## src/rtl/led_pkg.sv

```systemverilog
// Shared types and constants for the LED frame scanner.
// Holds default geometry, the sequencer state encoding and colour constants.
package led_pkg;

    localparam int unsigned DEF_N_LEDS         = 64;
    localparam int unsigned DEF_RGB_W          = 24;
    localparam int unsigned DEF_ADDR_W         = 6;
    localparam int unsigned DEF_REFRESH_CYCLES = 50000;
    localparam int unsigned DEF_ACK_TIMEOUT    = 16;

    typedef enum logic [2:0] {
        IDLE      = 3'd0,
        FETCH     = 3'd1,
        ISSUE     = 3'd2,
        WAIT_ACK  = 3'd3,
        WAIT_RDY  = 3'd4,
        FRAME_END = 3'd5
    } state_t;

    localparam logic [23:0] RGB_OFF = 24'h000000;
    localparam logic [23:0] RGB_RED = 24'hFF0000;

    // Counter width that stays legal for degenerate (<=1) ranges.
    function automatic int unsigned clog2_min1(input int unsigned v);
        return (v > 1) ? $clog2(v) : 1;
    endfunction

endpackage

```

## src/rtl/led_fb_bank.sv

```systemverilog
// One frame-buffer bank: simple dual-port RAM, synchronous write and
// synchronous (registered) read. Contents are not reset.
module led_fb_bank #(
    parameter int unsigned DEPTH = 64,
    parameter int unsigned WIDTH = 24,
    parameter int unsigned AW    = 6
) (
    input  logic             clk,
    input  logic             we,
    input  logic [AW-1:0]    waddr,
    input  logic [WIDTH-1:0] wdata,
    input  logic [AW-1:0]    raddr,
    output logic [WIDTH-1:0] rdata
);

    logic [WIDTH-1:0] mem [DEPTH];

    always_ff @(posedge clk) begin
        if (we) begin
            mem[waddr] <= wdata;
        end
        rdata <= mem[raddr];
    end

endmodule

```

## src/rtl/led_frame_scanner.sv

```systemverilog
// Double-buffered LED frame store with a refresh sequencer that streams the
// front bank, one start/led_addr/rgb_data transaction per LED, to the SPI controller.
module led_frame_scanner
    import led_pkg::*;
#(
    parameter int unsigned N_LEDS         = DEF_N_LEDS,
    parameter int unsigned RGB_W          = DEF_RGB_W,
    parameter int unsigned ADDR_W         = DEF_ADDR_W,
    parameter int unsigned REFRESH_CYCLES = DEF_REFRESH_CYCLES,
    parameter int unsigned ACK_TIMEOUT    = DEF_ACK_TIMEOUT
) (
    input  logic              clk,
    input  logic              rst,
    input  logic              enable,
    input  logic              wr_en,
    input  logic [ADDR_W-1:0] wr_addr,
    input  logic [RGB_W-1:0]  wr_data,
    input  logic              swap_req,
    output logic              swap_ack,
    input  logic              ready,
    output logic              start,
    output logic [ADDR_W-1:0] led_addr,
    output logic [RGB_W-1:0]  rgb_data,
    output logic              busy,
    output logic              frame_done,
    output logic              ack_err
);

    localparam int unsigned LAW   = clog2_min1(N_LEDS);
    localparam int unsigned TMR_W = clog2_min1(REFRESH_CYCLES);
    localparam int unsigned ACK_W = clog2_min1(ACK_TIMEOUT);
    localparam logic [ADDR_W-1:0] LAST_ADDR = ADDR_W'(N_LEDS - 1);
    localparam logic [TMR_W-1:0]  TMR_MAX   = TMR_W'(REFRESH_CYCLES - 1);
    localparam logic [ACK_W-1:0]  ACK_MAX   = ACK_W'(ACK_TIMEOUT - 1);

    state_t             state_q, state_n;
    logic [ADDR_W-1:0]  addr_q, addr_n;
    logic [TMR_W-1:0]   tmr_q;
    logic               tmr_first_q;
    logic [ACK_W-1:0]   ack_cnt_q;
    logic               front_q;
    logic               swap_pending_q;
    logic               expired_c, do_swap_c, frame_go_c, ack_timeout_c, wr_ok_c;
    logic [RGB_W-1:0]   rdata0, rdata1;

    // Timer reads expired once saturated, and also straight out of reset.
    assign expired_c = tmr_first_q || (tmr_q == TMR_MAX);
    assign wr_ok_c   = wr_en && (32'(wr_addr) < N_LEDS);

    // Host writes go to the back bank; the read address leads the FSM by one
    // cycle so the pixel is ready to latch when leaving FETCH.
    led_fb_bank #(.DEPTH(N_LEDS), .WIDTH(RGB_W), .AW(LAW)) u_bank0 (
        .clk   (clk),
        .we    (wr_ok_c && front_q),
        .waddr (wr_addr[LAW-1:0]),
        .wdata (wr_data),
        .raddr (addr_n[LAW-1:0]),
        .rdata (rdata0)
    );

    led_fb_bank #(.DEPTH(N_LEDS), .WIDTH(RGB_W), .AW(LAW)) u_bank1 (
        .clk   (clk),
        .we    (wr_ok_c && !front_q),
        .waddr (wr_addr[LAW-1:0]),
        .wdata (wr_data),
        .raddr (addr_n[LAW-1:0]),
        .rdata (rdata1)
    );

    always_ff @(posedge clk or posedge rst) begin
        if (rst) begin
            state_q <= IDLE;
        end else begin
            state_q <= state_n;
        end
    end

    always_comb begin
        state_n = state_q;
        case (state_q)
            IDLE:      if (frame_go_c) state_n = FETCH;
            FETCH:     state_n = ISSUE;
            ISSUE:     state_n = WAIT_ACK;
            WAIT_ACK:  if (!ready || ack_timeout_c) state_n = WAIT_RDY;
            WAIT_RDY:  if (ready) state_n = (addr_q == LAST_ADDR) ? FRAME_END : FETCH;
            FRAME_END: state_n = IDLE;
            default:   state_n = IDLE;
        endcase
    end

    // A pending swap takes the IDLE cycle, so a frame never starts alongside it.
    always_comb begin
        do_swap_c     = 1'b0;
        frame_go_c    = 1'b0;
        ack_timeout_c = 1'b0;
        addr_n        = addr_q;
        case (state_q)
            IDLE: begin
                do_swap_c  = swap_pending_q;
                frame_go_c = enable && ready && expired_c && !swap_pending_q;
                if (frame_go_c) addr_n = '0;
            end
            WAIT_ACK: ack_timeout_c = ready && (ack_cnt_q == ACK_MAX);
            WAIT_RDY: if (ready && (addr_q != LAST_ADDR)) addr_n = addr_q + ADDR_W'(1);
            default: ;
        endcase
    end

    always_ff @(posedge clk or posedge rst) begin
        if (rst) begin
            addr_q         <= '0;
            tmr_q          <= '0;
            tmr_first_q    <= 1'b1;
            ack_cnt_q      <= '0;
            front_q        <= 1'b0;
            swap_pending_q <= 1'b0;
            swap_ack       <= 1'b0;
            ack_err        <= 1'b0;
            start          <= 1'b0;
            busy           <= 1'b0;
            frame_done     <= 1'b0;
            led_addr       <= '0;
            rgb_data       <= RGB_W'(0);
        end else begin
            addr_q <= addr_n;
            if (frame_go_c) begin
                tmr_q       <= '0;
                tmr_first_q <= 1'b0;
            end else if (tmr_q != TMR_MAX) begin
                tmr_q <= tmr_q + TMR_W'(1);
            end
            ack_cnt_q <= (state_q == WAIT_ACK) ? ack_cnt_q + ACK_W'(1) : '0;
            // A new request wins over clearing, so it survives into the next IDLE.
            if (swap_req)       swap_pending_q <= 1'b1;
            else if (do_swap_c) swap_pending_q <= 1'b0;
            if (do_swap_c) front_q <= ~front_q;
            swap_ack <= do_swap_c;
            if (ack_timeout_c) ack_err <= 1'b1;
            start      <= (state_n == ISSUE);
            busy       <= (state_n inside {FETCH, ISSUE, WAIT_ACK, WAIT_RDY});
            frame_done <= (state_n == FRAME_END);
            if (state_n == ISSUE) begin
                led_addr <= addr_q;
                rgb_data <= front_q ? rdata1 : rdata0;
            end
        end
    end

endmodule

```

## config.mk

```make
export PLATFORM = sky130hd
export DESIGN_NAME = led_frame_scanner
export DESIGN_NICKNAME = d
export VERILOG_FILES = /design/src/rtl/led_pkg.sv /design/src/rtl/led_fb_bank.sv /design/src/rtl/led_frame_scanner.sv
export SDC_FILE = /design/constraint.sdc
export NUM_CORES = 2
export LEC_CHECK = 0
export ABC_AREA = 1
export CELL_PAD_IN_SITES_DETAIL_PLACEMENT = 1
export CELL_PAD_IN_SITES_GLOBAL_PLACEMENT = 2
export CORE_MARGIN = 2
export CORE_UTILIZATION = 40
export CTS_BUF_LIST = sky130_fd_sc_hd__clkbuf_16
export CTS_CLUSTER_DIAMETER = 120
export DETAILED_ROUTE_END_ITERATION = 6
export PLACE_DENSITY = 0.7
export SYNTH_ARGS = -nofsm -noshare
export SYNTH_HDL_FRONTEND = slang
export SYNTH_HIERARCHICAL = 1
export SYNTH_SLANG_ARGS = --single-unit
```

## constraint.sdc

```tcl
create_clock -name clk -period 8.45 [get_ports clk]
set_input_delay 2.1125 -clock clk [delete_from_list [all_inputs] [get_ports clk]]
set_output_delay 2.1125 -clock clk [all_outputs]
set_load 0.02 [all_outputs]
```

==> reports/results.ini <==
[outcome]
status=completed

[yosys]
synth-seq-area-share_pct=73.6
synthCells=10892
ys_warn_count=6
syn_area_um2=129000
async_reset_ff_share_pct=2.10
ys_ff_latch=3187
synth-main-ff-cell=edfxtp_1
syn_avg_cell_area_um2=11.8
synth.distinct_cells=37
synth_edf_count=3072
syn_nets=10931

[finish]
final_util_pct=45.3
register_area_um2=94900
fillers=33390
areaGrowthSynthToFinish_pct=12.9
drive_above_1_share_pct=8.60
final_nets=10967
multi_input_area_um2=30000

[floorplan]
die_h_um=572
rows=208
pin_count=71
dieWidth_um=572
coreArea_um2=321000
dieArea_um2=327000
start_util_pct=40.2

[timing]
fin_crit_sh_pct=74.6
finalCriticalPeriod_ns=6.30
relSlewSlack_pct=15.0
final_hold_viol_count=0
tns_ns=0
slew_violations=0
setup_viol=0
rsz0062_at_grt=false
max_freq_mhz=159
skew_ns=0.0298
worstMarginPinSlew_ns=1.26

[pwr]
irDropWorstVdd_uv=429
comb_power_share_pct=36.5
switching_power_w=0.0208
swShare_pct=40.2
power.density_nw_per_um2=356
p_clk_share_pct=28.8
seqPwrFrac_pct=34.7
p_leak_nw=52.6
p_int_w=0.0309

[critical_path]
critical_path_class=input pin to flip-flop
crit_top_cell=nand2_1
slowest_delay_ns=0.59
crit_chain=clkdlybuf4s50_1 > inv_1 > nor2_1 > nand3_2 > nand2_1 > o21ai_4 > buf_12 > inv_16 > buf_4 > buf_4 > nand2_1 > nand3_1 > nand3_1 > nand2_1 > nand2_1 > nand3_1 > nand3_1 > nand2_1
arrival_ns=7.14
cp-end-kind=flip-flop
worstSetupStartpointType=input pin
cp_data_required_time_ns=9.28
r2r_end=u_bank1/rdata[19]
crit_fanout=150
r2r_slack_ns=3.10
worst_r2r_startpoint=tmr_q[1]
reg2reg_depth=20
cp_slowest_cell=clkdlybuf4s50_1

[route]
wl_per_cell_um=28.3
drc=0
drtIter0Drc=8205
antenna_left=0
num_vias=87039
viasPerCell=5.60
drt_pre_antenna_iters=6
wirelength_um=440000

[clock_tree]
post_cts_buffers=0
insertion_delay_ns=0.92
cts.path.max_buffers=4
htree_levels=5
cts_tree=done
cts_resized=0
cts-buffers-inserted=350
hold_buffers=0
clk_pin_slew_ns=0.06
cts-root-buf=clkbuf_16
clock_sinks=3187

[grt]
grt_max_degree=170
grt_pass1_vias=89013
grt.overflow.total=0
antenna_found_initial=27
grt_pass1_wl_um=631000
grt_usage_pct=26.6

[min_path]
hold_class=flip-flop to flip-flop
min_to=tmr_first_q
hold_path_startpoint=tmr_first_q
whs_path_depth=2

[place]
routabilityCongestion=0.823
hpwl_um=241000
io_buffers=70

[job]
max-cap-violations=0

## synthesized netlist by cell type (2+ instances only)
cell      instances  area, µm²
a21oi_1           2       10.0
buf_1            54        203
buf_2           341       1710
buf_4            60        450
buf_6            89       1000
buf_8             8        120
clkbuf_1        138        518
clkinv_1          2       7.51
dfrtp_1          66       1650
dfxtp_1          48        961
edfxtp_1       3072      92200
ha_1              3       37.5
inv_1            94        353
inv_2             4       15.0
inv_4             2       12.5
nand2_1        3997      15000
nand2_2           2       12.5
nand2_4           3       33.8
nand3_1        2632      13200
nand3_2           2       20.0
nand4_1          25        156
nor2_1          139        522
nor2_2            6       37.5
nor3_1            5       25.0
nor4_1           16        100
o211ai_1          4       30.0
o21ai_0          61        305
o21bai_1          2       15.0
xor2_1            7       61.3
## cells by family after synthesis
group / count (synthesis) / synth area share, %
and+or+nand+nor: 6831 / 22.6
xor gates and xnor gates: 7 / 0.0476
DFF: 3187 / 73.6
AOI/OAI and AO/OA: 72 / 0.304
adders and majority gates: 3 / 0.0291
buffers and inverters: 792 / 3.40
## cells in the final DEF, fill, tap and decap left out, types with 59 or more instances in the layout
cell       count
clkinv_1      96
nor2_2       118
dfrtp_1       65
o21ai_0       59
clkinv_2      64
clkbuf_16    358
inv_1        160
buf_4        266
edfxtp_1    3072
nand2_1     3997
nand3_1     2630
## worst max-delay path by stage
stage,end,depth (start not counted),from
detailed placement,u_bank1/rdata[19],18,ready
global placement,u_bank1/rdata[19],18,ready
finish,u_bank1/rdata[19],18,ready
global route,u_bank1/rdata[19],18,ready
floorplan,u_bank1/mem[48][0],5,wr_en
CTS,u_bank1/rdata[19],18,ready
## state kept, by name, summed over array words and instances, names as in the netlist, 6 cells and up
| name | flops |
|---|---|
| u_bank0/mem | 1536 |
| u_bank1/mem | 1536 |
| rgb_data | 24 |
| u_bank0/rdata | 24 |
| u_bank1/rdata | 24 |
| tmr_q | 16 |
| addr_q | 6 |
| led_addr | 6 |
## layer usage
layer	routed length (µm)	global-route usage (%)	vias to the layer above
met1	192000	36.9	45627
met2	210000	43.7	2547
li1	-	-	38339
met4	12000	7.58	2
met5	11	0	-
met3	26100	3.47	524
## worst max-delay path: cells and delay by family
kind / cells / cell delay (ns)
compound gates: 1 / 0.11
buf+inv: 6 / 2.11
simple gates: 11 / 2.52
## final cells by class
class                           instances  area share (%)
Sequential cell                      3187            65.2
Multi-Input combinational cell       6913            20.6
Clock buffer                          358            6.16
Tap cell                             4305            3.70
Timing Repair Buffer                  374            2.49
Clock inverter                        281            1.43
Inverter                              102           0.321
Antenna cell                           17          0.0292
## per-stage QoR
stage          area [µm²]  worst slack (ns)  hold slack [ns]  total power (W)  instances
2_1_floorplan      129000              2.89            0.432           0.0297      10892
3_3_place_gp       134000              1.27            0.440           0.0369      14881
3_5_place_dp       134000              1.21            0.451           0.0372      14881
4_1_cts            145000              2.20            0.461           0.0521      15520
5_1_grt            145000              1.80            0.482           0.0542      15522
6_report           145000              2.15            0.455           0.0518      15537
## power groups by stage
stage          Sequential (W)  Combinational (W)  Clock (W)
5_1_grt                0.0180             0.0205     0.0157
2_1_floorplan          0.0182             0.0115          0
3_3_place_gp           0.0183             0.0186          0
4_1_cts                0.0180             0.0190     0.0152
3_5_place_dp           0.0183             0.0189          0
6_report               0.0180             0.0189     0.0149
Power figures use the tool's default switching activity.
